==> config.mk <==
export PLATFORM = sky130hd
export DESIGN_NAME = settings_line_parser
export DESIGN_NICKNAME = d
export VERILOG_FILES = /design/src/rtl/settings_line_parser.sv
export SDC_FILE = /design/constraint.sdc
export NUM_CORES = 1
export LEC_CHECK = 0
export ABC_AREA = 1
export CAP_MARGIN = 0
export CORE_ASPECT_RATIO = 0.75
export CORE_MARGIN = 3
export CORE_UTILIZATION = 38
export CTS_BUF_LIST = sky130_fd_sc_hd__clkbuf_2 sky130_fd_sc_hd__clkbuf_4 sky130_fd_sc_hd__clkbuf_8
export CTS_CLUSTER_DIAMETER = 40
export DETAILED_ROUTE_END_ITERATION = 6
export GPL_ROUTABILITY_DRIVEN = 0
export PLACE_DENSITY = 0.61
export SYNTH_ARGS = -nofsm -noshare
export SYNTH_HDL_FRONTEND = slang
export SYNTH_SLANG_ARGS = --single-unit
==> constraint.sdc <==
create_clock -name clk -period 10.08 [get_ports clk]
set_input_delay 2.016 -clock clk [delete_from_list [all_inputs] [get_ports clk]]
set_output_delay 2.016 -clock clk [all_outputs]
set_load 0.03 [all_outputs]
==> src/rtl/settings_line_parser.sv <==
// settings_line_parser
//   Parses one ASCII settings line ("<cmd> <value>\n") into two 32-bit words.
//   It writes them to the settings buffer RAM (addr 0 = command, addr 1 =
//   value), pulses handler_start, and then holds off input until the handler
//   is idle again. A malformed line is dropped whole and flagged.
// Ports:
//   clk, rst_n          clock, asynchronous active-low reset
//   rx_valid/rx_data    byte stream in; a byte transfers when rx_valid && rx_ready
//   rx_ready            parser can take a byte this cycle
//   buf_wr_en/addr/data registered buffer RAM write port
//   handler_start       registered one-cycle start pulse to the settings handler
//   handler_busy        settings handler busy
//   busy                parser not idle
//   parse_error         one-cycle pulse per rejected line
//   error_flag          sticky error, cleared when a line is committed
module settings_line_parser (
  input  logic        clk,
  input  logic        rst_n,
  input  logic        rx_valid,
  input  logic [7:0]  rx_data,
  output logic        rx_ready,
  output logic        buf_wr_en,
  output logic [10:0] buf_wr_addr,
  output logic [31:0] buf_wr_data,
  output logic        handler_start,
  input  logic        handler_busy,
  output logic        busy,
  output logic        parse_error,
  output logic        error_flag
);

  typedef enum logic [3:0] {
    IDLE, TOK1, GAP, TOK2, TRAIL, ERR_SKIP, WR_CMD, WR_DATA, START, HOLD, WAIT_H
  } state_t;

  localparam logic [35:0] MAX_U = 36'h0_FFFF_FFFF;
  localparam logic [35:0] MAX_N = 36'h0_8000_0000;

  state_t      state, state_next;
  logic [31:0] acc1, acc1_next, acc2, acc2_next;
  logic        neg, neg_next, nodig, nodig_next;
  logic        err;

  logic        accept, is_digit, is_sep, is_eol, is_minus;
  logic [3:0]  dig;
  logic [35:0] acc1_step, acc2_step, limit2;
  logic [31:0] value;

  assign is_digit = (rx_data >= 8'h30) && (rx_data <= 8'h39);
  assign is_sep   = (rx_data == 8'h20) || (rx_data == 8'h2C);
  assign is_eol   = (rx_data == 8'h0A) || (rx_data == 8'h0D);
  assign is_minus = (rx_data == 8'h2D);
  assign dig      = rx_data[3:0];

  assign rx_ready = (state == IDLE) || (state == TOK1) || (state == GAP) ||
                    (state == TOK2) || (state == TRAIL) || (state == ERR_SKIP);
  assign busy     = (state != IDLE);
  assign accept   = rx_valid && rx_ready;

  // Accumulators never hold more than 0xFFFF_FFFF, so acc*10+9 fits in 36 bits
  // and overflow is caught before anything is stored.
  assign acc1_step = {4'd0, acc1} * 36'd10 + {32'd0, dig};
  assign acc2_step = {4'd0, acc2} * 36'd10 + {32'd0, dig};
  assign limit2    = neg ? MAX_N : MAX_U;
  assign value     = neg ? (~acc2 + 32'd1) : acc2;

  always_comb begin
    state_next = state;
    acc1_next  = acc1;
    acc2_next  = acc2;
    neg_next   = neg;
    nodig_next = nodig;
    err        = 1'b0;
    case (state)
      IDLE: if (accept) begin
        if (is_digit) begin
          acc1_next  = {28'd0, dig};
          state_next = TOK1;
        end else if (!(is_sep || is_eol)) begin
          err = 1'b1;
        end
      end
      TOK1: if (accept) begin
        if (is_digit) begin
          if (acc1_step > MAX_U) err = 1'b1;
          else                   acc1_next = acc1_step[31:0];
        end else if (is_sep) begin
          state_next = GAP;
        end else begin
          err = 1'b1;
        end
      end
      GAP: if (accept) begin
        if (is_digit) begin
          acc2_next  = {28'd0, dig};
          neg_next   = 1'b0;
          nodig_next = 1'b0;
          state_next = TOK2;
        end else if (is_minus) begin
          acc2_next  = '0;
          neg_next   = 1'b1;
          nodig_next = 1'b1;
          state_next = TOK2;
        end else if (!is_sep) begin
          err = 1'b1;
        end
      end
      TOK2: if (accept) begin
        if (is_digit) begin
          if (acc2_step > limit2) err = 1'b1;
          else begin
            acc2_next  = acc2_step[31:0];
            nodig_next = 1'b0;
          end
        end else if ((is_sep || is_eol) && !nodig) begin
          state_next = is_eol ? WR_CMD : TRAIL;
        end else begin
          err = 1'b1;
        end
      end
      TRAIL: if (accept) begin
        if (is_eol)       state_next = WR_CMD;
        else if (!is_sep) err = 1'b1;
      end
      ERR_SKIP: if (accept && is_eol) state_next = IDLE;
      WR_CMD:   state_next = WR_DATA;
      WR_DATA:  state_next = START;
      START:    state_next = HOLD;
      HOLD:     state_next = WAIT_H;
      WAIT_H:   if (!handler_busy) state_next = IDLE;
      default:  state_next = IDLE;
    endcase
    // An offending EOL already ends the line, so there is nothing to skip.
    if (err) state_next = is_eol ? IDLE : ERR_SKIP;
  end

  // Outputs are registered from the next state so they line up with the
  // state they belong to.
  always_ff @(posedge clk or negedge rst_n) begin
    if (!rst_n) begin
      state         <= IDLE;
      acc1          <= '0;
      acc2          <= '0;
      neg           <= 1'b0;
      nodig         <= 1'b0;
      buf_wr_en     <= 1'b0;
      buf_wr_addr   <= '0;
      buf_wr_data   <= '0;
      handler_start <= 1'b0;
      parse_error   <= 1'b0;
      error_flag    <= 1'b0;
    end else begin
      state         <= state_next;
      acc1          <= acc1_next;
      acc2          <= acc2_next;
      neg           <= neg_next;
      nodig         <= nodig_next;
      buf_wr_en     <= (state_next == WR_CMD) || (state_next == WR_DATA);
      buf_wr_addr   <= (state_next == WR_DATA) ? 11'd1 : 11'd0;
      buf_wr_data   <= (state_next == WR_CMD)  ? acc1 :
                       (state_next == WR_DATA) ? value : '0;
      handler_start <= (state_next == START);
      parse_error   <= err;
      if (state_next == START) error_flag <= 1'b0;
      else if (err)            error_flag <= 1'b1;
    end
  end

endmodule
# After elaboration in Yosys (flattened, before gate mapping)
# Index checks and enable logic that the tools add are counted.
# word_totals
reg_bits	107
input_bits	12
wordCells	135
out_inout_bits	49
# op_classes
addsub	3
multipliers	2
eq_ne	28
n_lt_le_gt_ge	4
bitwise_logic	1
mux	63
n_reduce_logical	23
# ops
op	n
32-bit 2-to-1 mux	14
32-bit one-hot mux with 2 select lines	2
36-bit by 4-bit adder with 36-bit output	2
32-bit by 3-bit multiplier with 35-bit output (second input constant)	2
4-bit 2-to-1 mux	16
4-bit one-hot mux with 11 select lines	1
36-bit by 32-bit greater-than comparator with 1-bit output	1
36-bit by 32-bit greater-than comparator with 1-bit output (second input constant)	1
32-bit by 1-bit adder with 32-bit output (second input constant)	1
32-bit inverter	1
31-bit 2-to-1 mux	1
1-bit 2-to-1 mux	25
4-bit by 3-bit == test with 1-bit output (second input constant)	6
8-bit by 6-bit == test with 1-bit output (second input constant)	3
2-bit != test (second input constant)	9
4-bit == test (second input constant)	4
8-bit by 4-bit == test with 1-bit output (second input constant)	2
6-bit AND reduction	2
1-bit logical OR	9
4-bit by 2-bit == test with 1-bit output (second input constant)	2
8-bit by 6-bit greater-or-equal comparator with 1-bit output (second input constant)	1
8-bit by 6-bit less-or-equal comparator with 1-bit output (second input constant)	1
2-bit nonzero test	4
1-bit one-hot mux with 5 select lines	1
10 further kinds	13

# Logic depth before layout (Yosys ltp)
# Gate-level depths: netlist (run 1).
# depth
word_depth	14
mapped_depth	43
depth_no_buf	42

# Least setup slack after synthesis (run 1)
# No wires, ideal clock.
# synth_path
path_type	input-to-reg
startpoint	input port rx_data[1]
endpoint	register buf_wr_data[1]
setup_ps	67
path_buffers	1
t_arrival_ps	5745
required_ps	10013
stages	38
path_slack_ps	4268
path_cell_list	ha_1 fa_1 nand2_1 a21boi_1 nand2_1 nor2_1 nand3_2 nor2_4 nand3_4 nor3_1 xnor2_1 inv_1 ha_1 nand2_1 nor2_1 nand2_1 nor2_1 a21oi_1 [2 not listed] nand2_1 nand2_1 nand2_1 nand2_1 a21oi_1 nand3_2 nand2_1 nor2_1 nand2_1 nand2_2 nand4_4 nand2_4 nand2_2 nand2_4 nor2_8 buf_8 nand3_2 nand2_1
# synth_via
elab_chain_cells	12
word_cells_on_any_way	56
cone_classes	add/sub: 2; order compare: 4; eq/ne: 7; mux: 37; reduce/logical: 6
# synth_lines
item	line	rtl
start, declared	20	input logic [7:0] rx_data,
parallel branches: the longest is 8 deep, another holds 36-bit by 4-bit adder with 36-bit output	-	
4-bit 2-to-1 mux *	134	if (err) state_next = is_eol ? IDLE : ERR_SKIP;
net state_next[0]	39	state_t state, state_next;
4-bit by 3-bit == test with 1-bit output	161	(state_next == WR_DATA) ? value : '0;
32-bit 2-to-1 mux	161	
32-bit 2-to-1 mux *	160	buf_wr_data <= (state_next == WR_CMD) ? acc1 :
end signal, assigned	160	
end, declared	24	output logic [31:0] buf_wr_data,
# Mark *: on every way through the listed nets, which the timed path passes.
# A chain may end at the register's enable or synchronous reset.

# Worst setup path after layout (run 1)
# layout_path
startpoint	input port rx_data[1]
endpoint	register acc2[22]
# layout_via
elab_chain_cells	5
word_cells_on_any_way	16
cone_classes	add/sub: 1; order compare: 3; eq/ne: 4; mux: 6; reduce/logical: 2
# layout_lines
item	line	rtl
parallel branches: the longest is 5 deep, another holds 36-bit by 4-bit adder with 36-bit output	-	
end signal, assigned	155	acc2 <= acc2_next;
end, declared	40	logic [31:0] acc1, acc1_next, acc2, acc2_next;
# Parallel ways; which one is timed is not known. The select of a mux whose other input is x is not followed.

==> out/results.txt, run 1 <==
Clk slew on worst S/H paths = 100 ps
First-pass GRT wire length = 71.01 mm
Crit path max fanout = 44
Post-synth EDFFs = 0
Tcrit/Tclk final = 0.7388
Power Dens Cells = 200.7 nW/um^2
Antenna diodes = 0
Netlist cell types = 54
Layout cell share with drive strength beyond 1 = 0.07659
Top post-synthesis cells by area = nand2_1, dfrtp_1, ha_1, inv_1, nand3_1
Starting Density = 0.3891
Maximum vdd drop = 0.00009980 V
HP Class = flop to flop
Post-Synthesis Cells = 2299
Die area = 39420 um^2
Final #Nets = 2506
WP buf/inv = 4
Leakage = 0.008145 uW
Fill cells = 3924
Hold Vio Cnt, Final = 0
Port bufs = 50
Endpoints failing setup = 0
Final Util = 0.4216
Clock buffer depth = 2
HPWL after DPL = 36.67 mm
Number of global-route vias before repair = 12.99k
TritonCTS Buffers = 9
Clock tree root buffer cell = clkbuf_8
Slowest CP cell = clkinv_1
CP required = 10370 ps
DRC = 0
Vias/cell = 5.232
Relative slew slack = 0.2445
Max_cap viols = 0
Die Y = 172.7 um
GR Layer Usage met1 = 0.3581
Post-synth top flop = dfrtp_1
TritonCTS clock tree = built
Post-CTS Setup Bufs = 0
CTS Hold Bufs = 0
Worst-margin pin slew = 1126 ps
Core area = 36180 um^2
IO Count = 61
Setup TNS = 0 ps
Synth warn = 0
WS Path Type = primary input to flop
GR Layer Usage met3 = 0.04035
Largest stage delay on the critical path = 920 ps
Fin. max-slew vios = 0
Final ANT Viol Nets = 0
Critical path's top delay family = simple AND/OR/NAND/NOR gates
Fin crit period = 7447 ps
Total GRT Usage = 0.2203
# clock sinks = 107
Status = finished, final reports clean
Arr. time, crit path = 7740 ps
Initial antenna violation count = 0
Post-synth top area share = 0.2042
PostCTS Resize Cnt = 0
Met2 Track Usage GR = 0.3007
Routed WL per cell = 15.70 um
Router iterations before antenna repair = 6
Area leader, netlist = nand2_1
Synthesized area = 14080 um^2
H-tree depth = 3
Post-synthesis register bit count = 107
F_max = 0.1343 GHz
Largest net degree at the start of global routing = 58
Worst setup EP type = flop
RSZ-0062 raised after global routing = no
GRT overflow = 0
Critical Path Source Type = primary input
Layout Skew = 12.24 ps
Wire length after detailed routing = 44.49 mm
Synthesized area per cell = 6.125 um^2
Vias = 14.82k
Layer with the highest usage = met1
Sequential share of the synthesized area = 0.1902
Later-pin clock latency in the skew report = 410 ps
Fraction of registers with async set or reset after synthesis = 1.000
Most common cell on crit path = nand2_1
Die width = 228.3 um
Syn-to-layout area delta = 8.344%
Initial DRC Count = 1645
Row Count = 60
## cells by family (layout without fill, tap and decap cells)
logic type | Yosys count | in the layout | synth area share
AO/OA/AOI/OAI | 219 | 219 | 0.08832
XOR/XNOR | 33 | 33 | 0.02053
adder cells (fa/ha/maj) | 162 | 162 | 0.1461
buffers and inverters | 405 | 434 | 0.1144
flip-flops | 107 | 107 | 0.1902
other | 1 | 10 | 0.0002663
AND/OR/NAND/NOR | 1372 | 1372 | 0.4402
## worst register-to-register path: cells and delay by family, from the launching register on
kind	cells	cell delay, ps
AOI/OAI and AO/OA	2	690
and+or+nand+nor	19	2290
adders and majority gates	4	1420
DFF	1	500
buffers and inverters	4	1310
xor gates and xnor gates	1	180
## flip-flops by register name (all words and copies together), names as in the netlist
| register | cells |
|---|---|
| buf_wr_data | 32 |
| buf_wr_addr | 1 |
| neg | 1 |
| parse_error | 1 |
| acc1 | 32 |
| acc2 | 32 |
| buf_wr_en | 1 |
| handler_start | 1 |
| error_flag | 1 |
| state | 4 |
| nodig | 1 |
## placed cells by master (no fill, tap or decap), types with 6 or more instances in the layout
cell type and instances:
nor2_4 6, clkdlybuf4s50_1 49, buf_4 7, ha_1 158
nand3_1 212, nand3b_1 9, dfrtp_1 106, nor2_1 183
inv_2 32, inv_1 326, nor3_1 33, o21ai_0 96
nor2_2 28, o211ai_1 6, o31ai_1 9, conb_1 10
nor4_1 7, o21bai_1 10, nand2_2 27, nand4_1 37
or2_2 6, nand2_1 766, a21oi_1 72, xor2_1 30
clkbuf_8 10, nand3_2 38
## per-layer routing
metal,vias up,wire length (um)
met4,0,476
met2,524,17010
met1,6813,23180
met3,34,3823
li1,7450,-
met5,-,0
## worst paths after layout
| kind | cells after the start | end | startpoint | slack (ps) |
|---|---|---|---|---|
| worst max-delay path | 33 | acc2[22]$_DFFE_PN0P_ | rx_data[1] | 2630 |
| worst min-delay path | 2 | nodig$_DFFE_PN0P_ | nodig$_DFFE_PN0P_ | 560 |
| worst max register to register | 30 | acc2[22]$_DFFE_PN0P_ | acc2[1]$_DFFE_PN0P_ | 3570 |
| worst min register to register | 2 | nodig$_DFFE_PN0P_ | nodig$_DFFE_PN0P_ | 560 |
| max in group asynchronous | 2 | buf_wr_data[31]$_DFF_PN0_ | rst_n | 7190 |
| min in group asynchronous | 1 | acc1[4]$_DFFE_PN0P_ | rst_n | 1620 |
## cell type report
cell class                 count  area [um^2]  area share
timing repair buffer          56        543.0     0.03559
clock inverter                 6        86.33    0.005659
clock buffer                  10        137.6    0.009022
multi-input combinational   1796         9831      0.6444
tap                          496        620.6     0.04068
inverter                     362         1359     0.08907
sequential                   107         2679      0.1756
## synthesized netlist by cell type, types with 14 or more instances
cell type and number:
nand2_1 766, inv_1 326, nand3_1 212, nor2_1 185
ha_1 158, dfrtp_1 107, o21ai_0 96, a21oi_1 72
nand3_2 38, nand4_1 37, nor3_1 33, inv_2 32
xor2_1 30, nand2_2 27, nor2_2 26, clkbuf_1 18
buf_4 14
## where the power goes
part / total (uW) / internal (uW) / switching (uW)
Clock: 310 / 147 / 163
Combinational: 2200 / 659 / 1540
Sequential: 551 / 472 / 79.1
## stage by stage
step	hold WS (ps)	std cells	total power [uW]	cell area (um^2)	worst slack, ps
CTS	561.7	2833	3031	15260	2640
floorplan	481.6	2308	2197	14110	4268
global placement	524.0	2817	2683	15030	2421
detailed placement	535.9	2817	2715	15030	2220
finish	561.3	2833	3061	15260	2633
global route	630.3	2833	3392	15260	1972
Power figures use the tool's default switching activity.
==> run 2, diff against run 1 <==
clock period = 6.98 ns   (was 10.08 ns; I/O delays follow)
==> run 2 against run 1 <==
Effect of this change:
- clock power grew 20%
- core utilization hardly changed
- global-route usage about the same
- sequential power up 44%
- hold slack better by 34 ps
- sequential cell count did not move
- wire length is 0.25% lower
- critical endpoint is now buf_wr_data[0]$_DFF_PN0_
==> out/results.txt, run 2 (synthesized netlist as in run 1, its figures left out) <==
RSZ-0062 raised after global routing = no
GRT overflow = 0 (unchanged)
Power Dens Cells = 285.1 nW/um^2 (+42%)
DRC = 0 (unchanged)
WS Path Type = primary input to flop
R2r endpoint = buf_wr_data[0]$_DFF_PN0_
DP Area = 15070 um^2 (+0.23%)
Core area = 36180 um^2 (unchanged)
WP buf/inv = 3 (-1)
Crit path max fanout = 20 (-55%)
Hold path startpoint = acc1[0]$_DFFE_PN0P_
Fin crit period = 6285 ps
Largest stage delay on the critical path = 560 ps (-360 ps)
First-pass GRT wire length = 71.05 mm (about the same)
Pre-CTS setup slack = 321.5 ps (-1899 ps)
CTS Hold Bufs = 0 (unchanged)
Starting Density = 0.3891 (unchanged)
Biggest regs = acc1 (32), acc2 (32), buf_wr_data (32)
Wire length after detailed routing = 44.38 mm (-0.25%)
# clock sinks = 107 (unchanged)
F_max = 0.1591 GHz
Initial antenna violation count = 0 (unchanged)
Initial DRC Count = 1526 (-7.2%)
Worst setup EP type = flop
Endpoints failing setup = 0 (unchanged)
Final hold slack = 594.9 ps (+33.60 ps)
Layout Skew = 10.27 ps (-1.973 ps)
Die area = 39420 um^2 (unchanged)
Syn-to-layout area delta = 8.291% (about the same)
H-tree depth = 3 (unchanged)
Slowest CP cell = clkdlybuf4s50_1
Arr. time, crit path = 6630 ps (-1110 ps)
Largest net degree at the start of global routing = 72 (+24%)
FF+latch area = 2679 um^2 (unchanged)
Hold Vio Cnt, Final = 0 (unchanged)
Relative slew slack = 0.3984 (+0.1539)
Die width = 228.3 um (unchanged)
Critical Path Source Type = primary input
Antenna diodes = 0 (unchanged)
Status = finished, final reports clean
Vias/cell = 5.208 (-0.44%)
Fin. max-slew vios = 0 (unchanged)
IO Count = 61 (unchanged)
Row Count = 60 (unchanged)
TritonCTS Buffers = 9 (unchanged)
Port bufs = 50 (unchanged)
Commonest cells after routing, fill and taps aside = nand2_1, inv_1, nand3_1
Setup TNS = 0 ps (unchanged)
Die Y = 172.7 um (unchanged)
Clock tree root buffer cell = clkbuf_8
CP required = 7320 ps (-3050 ps)
Total GRT Usage = 0.2208 (+0.0004709)
Final ANT Viol Nets = 0 (unchanged)
Hold Path Sink = acc1[0]$_DFFE_PN0P_
Post-layout worst setup margin = 695.2 ps (-1937 ps)
PostCTS Resize Cnt = 0 (unchanged)
Fill cells = 3925 (+0.025%)
R2R depth = 35 (+17%)
Post-CTS Setup Bufs = 0 (unchanged)
HPWL after DPL = 37.02 mm (+0.94%)
Tcrit/Tclk final = 0.9004
Commonest non-fill, non-tap cell in the layout = nand2_1
Routed WL per cell = 15.65 um (-0.35%)
Final #Nets = 2509 (+0.12%)
Router iterations before antenna repair = 6 (unchanged)
Number of global-route vias before repair = 13.11k (+0.92%)
Worst-margin pin slew = 902.3 ps (-223.9 ps)
R2R Setup Slk = 1050 ps (-2520 ps)
Post-route cell area = 15250 um^2 (about the same)
Hold Path Cell Cnt = 2 (unchanged)
Most common cell on crit path = nand2_1
Maximum vdd drop = 0.0001469 V (+47%)
Leakage = 0.008142 uW (about the same)
HP Class = flop to flop
Vias = 14.77k (-0.34%)
TritonCTS clock tree = built
Multi-input logic area = 9831 um^2 (unchanged)
Clk slew on worst S/H paths = 100 ps (about the same)
Later-pin clock latency in the skew report = 400 ps (about the same)
Layout cell share with drive strength beyond 1 = 0.07778 (+0.001184)
Max_cap viols = 0 (unchanged)
Clock buffer depth = 2 (unchanged)
Reg2Reg Launch Point = acc2[1]$_DFFE_PN0P_
Critical path's top delay family = simple AND/OR/NAND/NOR gates
run 2: area by class of cell:
cell class / instances / share of cell area
clock buffer: 10 / 0.008616
timing repair buffer: 59 / 0.03791
sequential: 107 / 0.1757
inverter: 362 / 0.08911
multi-input combinational: 1796 / 0.6447
tap: 496 / 0.04070
clock inverter: 6 / 0.003282
run 2: power breakdown:
group | total, uW | leakage (uW) | switching (uW) | internal, uW
clock | 372 | 0.0000918 | 235 | 138
combinational | 3180 | 0.00669 | 2230 | 955
sequential | 791 | 0.00136 | 109 | 682
run 2: how the worst max path moves through the flow:
stage	slack, ps	cells after the start	from	end
final	700	39	rx_data[1]	buf_wr_data[0]$_DFF_PN0_
after global routing	140	39	rx_data[1]	buf_wr_data[0]$_DFF_PN0_
after CTS	750	39	rx_data[1]	buf_wr_data[0]$_DFF_PN0_
after detailed placement	320	39	rx_data[1]	buf_wr_data[0]$_DFF_PN0_
after global placement	510	39	rx_data[1]	buf_wr_data[0]$_DFF_PN0_
after floorplan	1790	38	rx_data[1]	buf_wr_data[1]$_DFF_PN0_
run 2: tightest hold or removal path, delay by kind of cell, from the launching register on:
| kind | cells | cell delay (ps) |
|---|---|---|
| AO/OA/AOI/OAI | 1 | 70 |
| flip-flops | 1 | 430 |
| AND/OR/NAND/NOR | 1 | 70 |
run 2: through the flow:
step	cells	power, uW	util
after floorplan	2308	3173	-
after global placement	2820	3852	0.4164
after detailed placement	2820	3925	0.4164
after CTS	2836	4312	0.4214
after global routing	2836	4813	0.4214
final	2836	4348	0.4214
run 2: per-layer routing:
metal,vias up,GRT usage,share of wire
met5,-,0,0
met4,0,0.03049,0.011
met1,6759,0.3617,0.52
li1,7438,-,-
met3,32,0.03689,0.083
met2,542,0.3007,0.38
==> run 3, diff against run 2 <==
CORE_ASPECT_RATIO = 0.7   (was 0.75)
clock period = 7.7 ns   (was 6.98 ns; I/O delays follow)
==> run 3 against run 2 <==
Effect of this change:
- sequential share of layout area rose by 0.065 points
- worst setup slack improved by 340 ps
- global-route usage rose by 0.51 points
==> out/results.txt, run 3 (synthesized netlist as in run 1, its figures left out) <==
Fin. max-slew vios = 0 (unchanged)
Initial antenna violation count = 0 (unchanged)
Syn-to-layout area delta = 7.891%
Clock buffer depth = 2 (unchanged)
Max_cap viols = 0 (unchanged)
Final ANT Viol Nets = 0 (unchanged)
IO Count = 61 (unchanged)
Arr. time, crit path = 7000 ps (+370 ps)
Antenna diodes = 0 (unchanged)
Worst-margin pin slew = 866.2 ps (-36.12 ps)
HPWL after DPL = 37.37 mm (+0.96%)
Fin crit period = 6660 ps
PostCTS Resize Cnt = 0 (unchanged)
Die Y = 167.1 um (-3.3%)
Crit path max fanout = 32 (+60%)
Clock tree root buffer cell = clkbuf_8
CP required = 8040 ps (+720 ps)
First-pass GRT wire length = 71.74 mm (+0.97%)
# clock sinks = 107 (unchanged)
Clk slew on worst S/H paths = 100 ps (about the same)
Slowest CP cell = clkdlybuf4s50_1
Starting Density = 0.3888 (about the same)
CTS Hold Bufs = 0 (unchanged)
Hold Vio Cnt, Final = 0 (unchanged)
Later-pin clock latency in the skew report = 390 ps (about the same)
Post-layout worst setup margin = 1040 ps (+344.6 ps)
Endpoints failing setup = 0 (unchanged)
HP Class = flop to flop
Router iterations before antenna repair = 5 (-1)
Critical Path Source Type = primary input
Pre-CTS setup slack = 744.4 ps (+422.9 ps)
Post-CTS Setup Bufs = 0 (unchanged)
Relative slew slack = 0.4219 (+0.02344)
Wire length after detailed routing = 44.92 mm (+1.2%)
Leakage = 0.008119 uW (-0.28%)
Vias = 14.77k (+0.014%)
Commonest cells after routing, fill and taps aside = nand2_1, inv_1, nand3_1
TritonCTS Buffers = 9 (unchanged)
Status = finished, final reports clean
F_max = 0.1501 GHz
Hold Path Cell Cnt = 2 (unchanged)
Vias/cell = 5.242 (+0.65%)
Worst setup EP type = flop
DRC = 0 (unchanged)
Largest net degree at the start of global routing = 69 (-4.2%)
Initial DRC Count = 1468 (-3.8%)
GRT overflow = 0 (unchanged)
Layout cell share with drive strength beyond 1 = 0.07699 (-0.0007889)
Total GRT Usage = 0.2259 (+0.005141)
Largest stage delay on the critical path = 580 ps (+20 ps)
Core area = 36210 um^2 (about the same)
WS Path Type = primary input to flop
TritonCTS clock tree = built
Maximum vdd drop = 0.0001375 V (-6.3%)
Port bufs = 50 (unchanged)
Tcrit/Tclk final = 0.8650
Final Util = 0.4195 (-0.001875)
Setup TNS = 0 ps (unchanged)
Die width = 236.1 um (+3.4%)
Biggest regs = acc1 (32), acc2 (32), buf_wr_data (32)
Layout Skew = 13.79 ps (+3.518 ps)
Row Count = 58 (-3.3%)
Routed WL per cell = 15.94 um (+1.9%)
Most common cell on crit path = nand2_1
Overall power = 3926 uW (-9.7%)
Die area = 39440 um^2 (about the same)
H-tree depth = 3 (unchanged)
Power Dens Cells = 258.4 nW/um^2 (-9.4%)
Commonest non-fill, non-tap cell in the layout = nand2_1
Number of global-route vias before repair = 13.09k (-0.16%)
Final #Nets = 2508 (-0.040%)
RSZ-0062 raised after global routing = no
R2R depth = 34 (-2.9%)
-- run 3: cell types whose count changed in the layout (fill, tap and decap cells not counted) --
cell | before | now
inv_6 | 0 | 1
inv_8 | 1 | 0
clkinv_4 | 3 | 0
clkinvlp_4 | 1 | 3
buf_12 | 1 | 0
clkbuf_4 | 1 | 0
clkinv_2 | 1 | 2
-- run 3: layout make-up --
cell class / instances / area (um^2)
Timing Repair Buffer: 58 / 558.0
Clock buffer: 9 / 123.9
Inverter: 362 / 1359
Fill cell: 3839 / 21020
Tap cell: 480 / 600.6
Sequential cell: 107 / 2679
Multi-Input combinational cell: 1796 / 9831
Clock inverter: 6 / 41.29
-- run 3: power by group --
group          switching [uW]  internal, uW
combinational            2020           867
clock                     206           116
sequential                103           618
total                    2320          1600
-- run 3: path summary, 6_finish.rpt --
kind                                     startpoint  slack [ps]                  endpoint
worst min-delay path            acc1[0]$_DFFE_PN0P_         600       acc1[0]$_DFFE_PN0P_
worst max-delay path                     rx_data[1]        1040  buf_wr_data[0]$_DFF_PN0_
worst min register to register  acc1[0]$_DFFE_PN0P_         600       acc1[0]$_DFFE_PN0P_
max in group asynchronous                     rst_n        5250           neg$_DFFE_PN0P_
min in group asynchronous                     rst_n        1110       acc1[3]$_DFFE_PN0P_
worst max register to register  acc2[1]$_DFFE_PN0P_        1540  buf_wr_data[0]$_DFF_PN0_
-- run 3: worst max-delay path, delay by kind of cell --
family	cells	cell delay, ps
simple gates	29	3370
fa+ha+maj	3	760
buf+inv	2	650
compound gates	3	450
xor+xnor	1	160
-- run 3: routing by layer --
layer | GRT usage | wire, um | up-vias
met5 | 0 | 0 | -
met1 | 0.3772 | 23940 | 6743
met2 | 0.3036 | 16810 | 554
met4 | 0.02696 | 408 | 0
li1 | - | - | 7452
met3 | 0.03377 | 3761 | 24
-- run 3: through the flow --
stage,instances,hold WS (ps),cell area (um^2)
2_1_floorplan,2308,481.6,14110
3_3_place_gp,2803,568.6,15030
3_5_place_dp,2803,556.9,15030
4_1_cts,2818,579.9,15190
5_1_grt,2818,608.6,15190
6_report,2818,595.3,15190
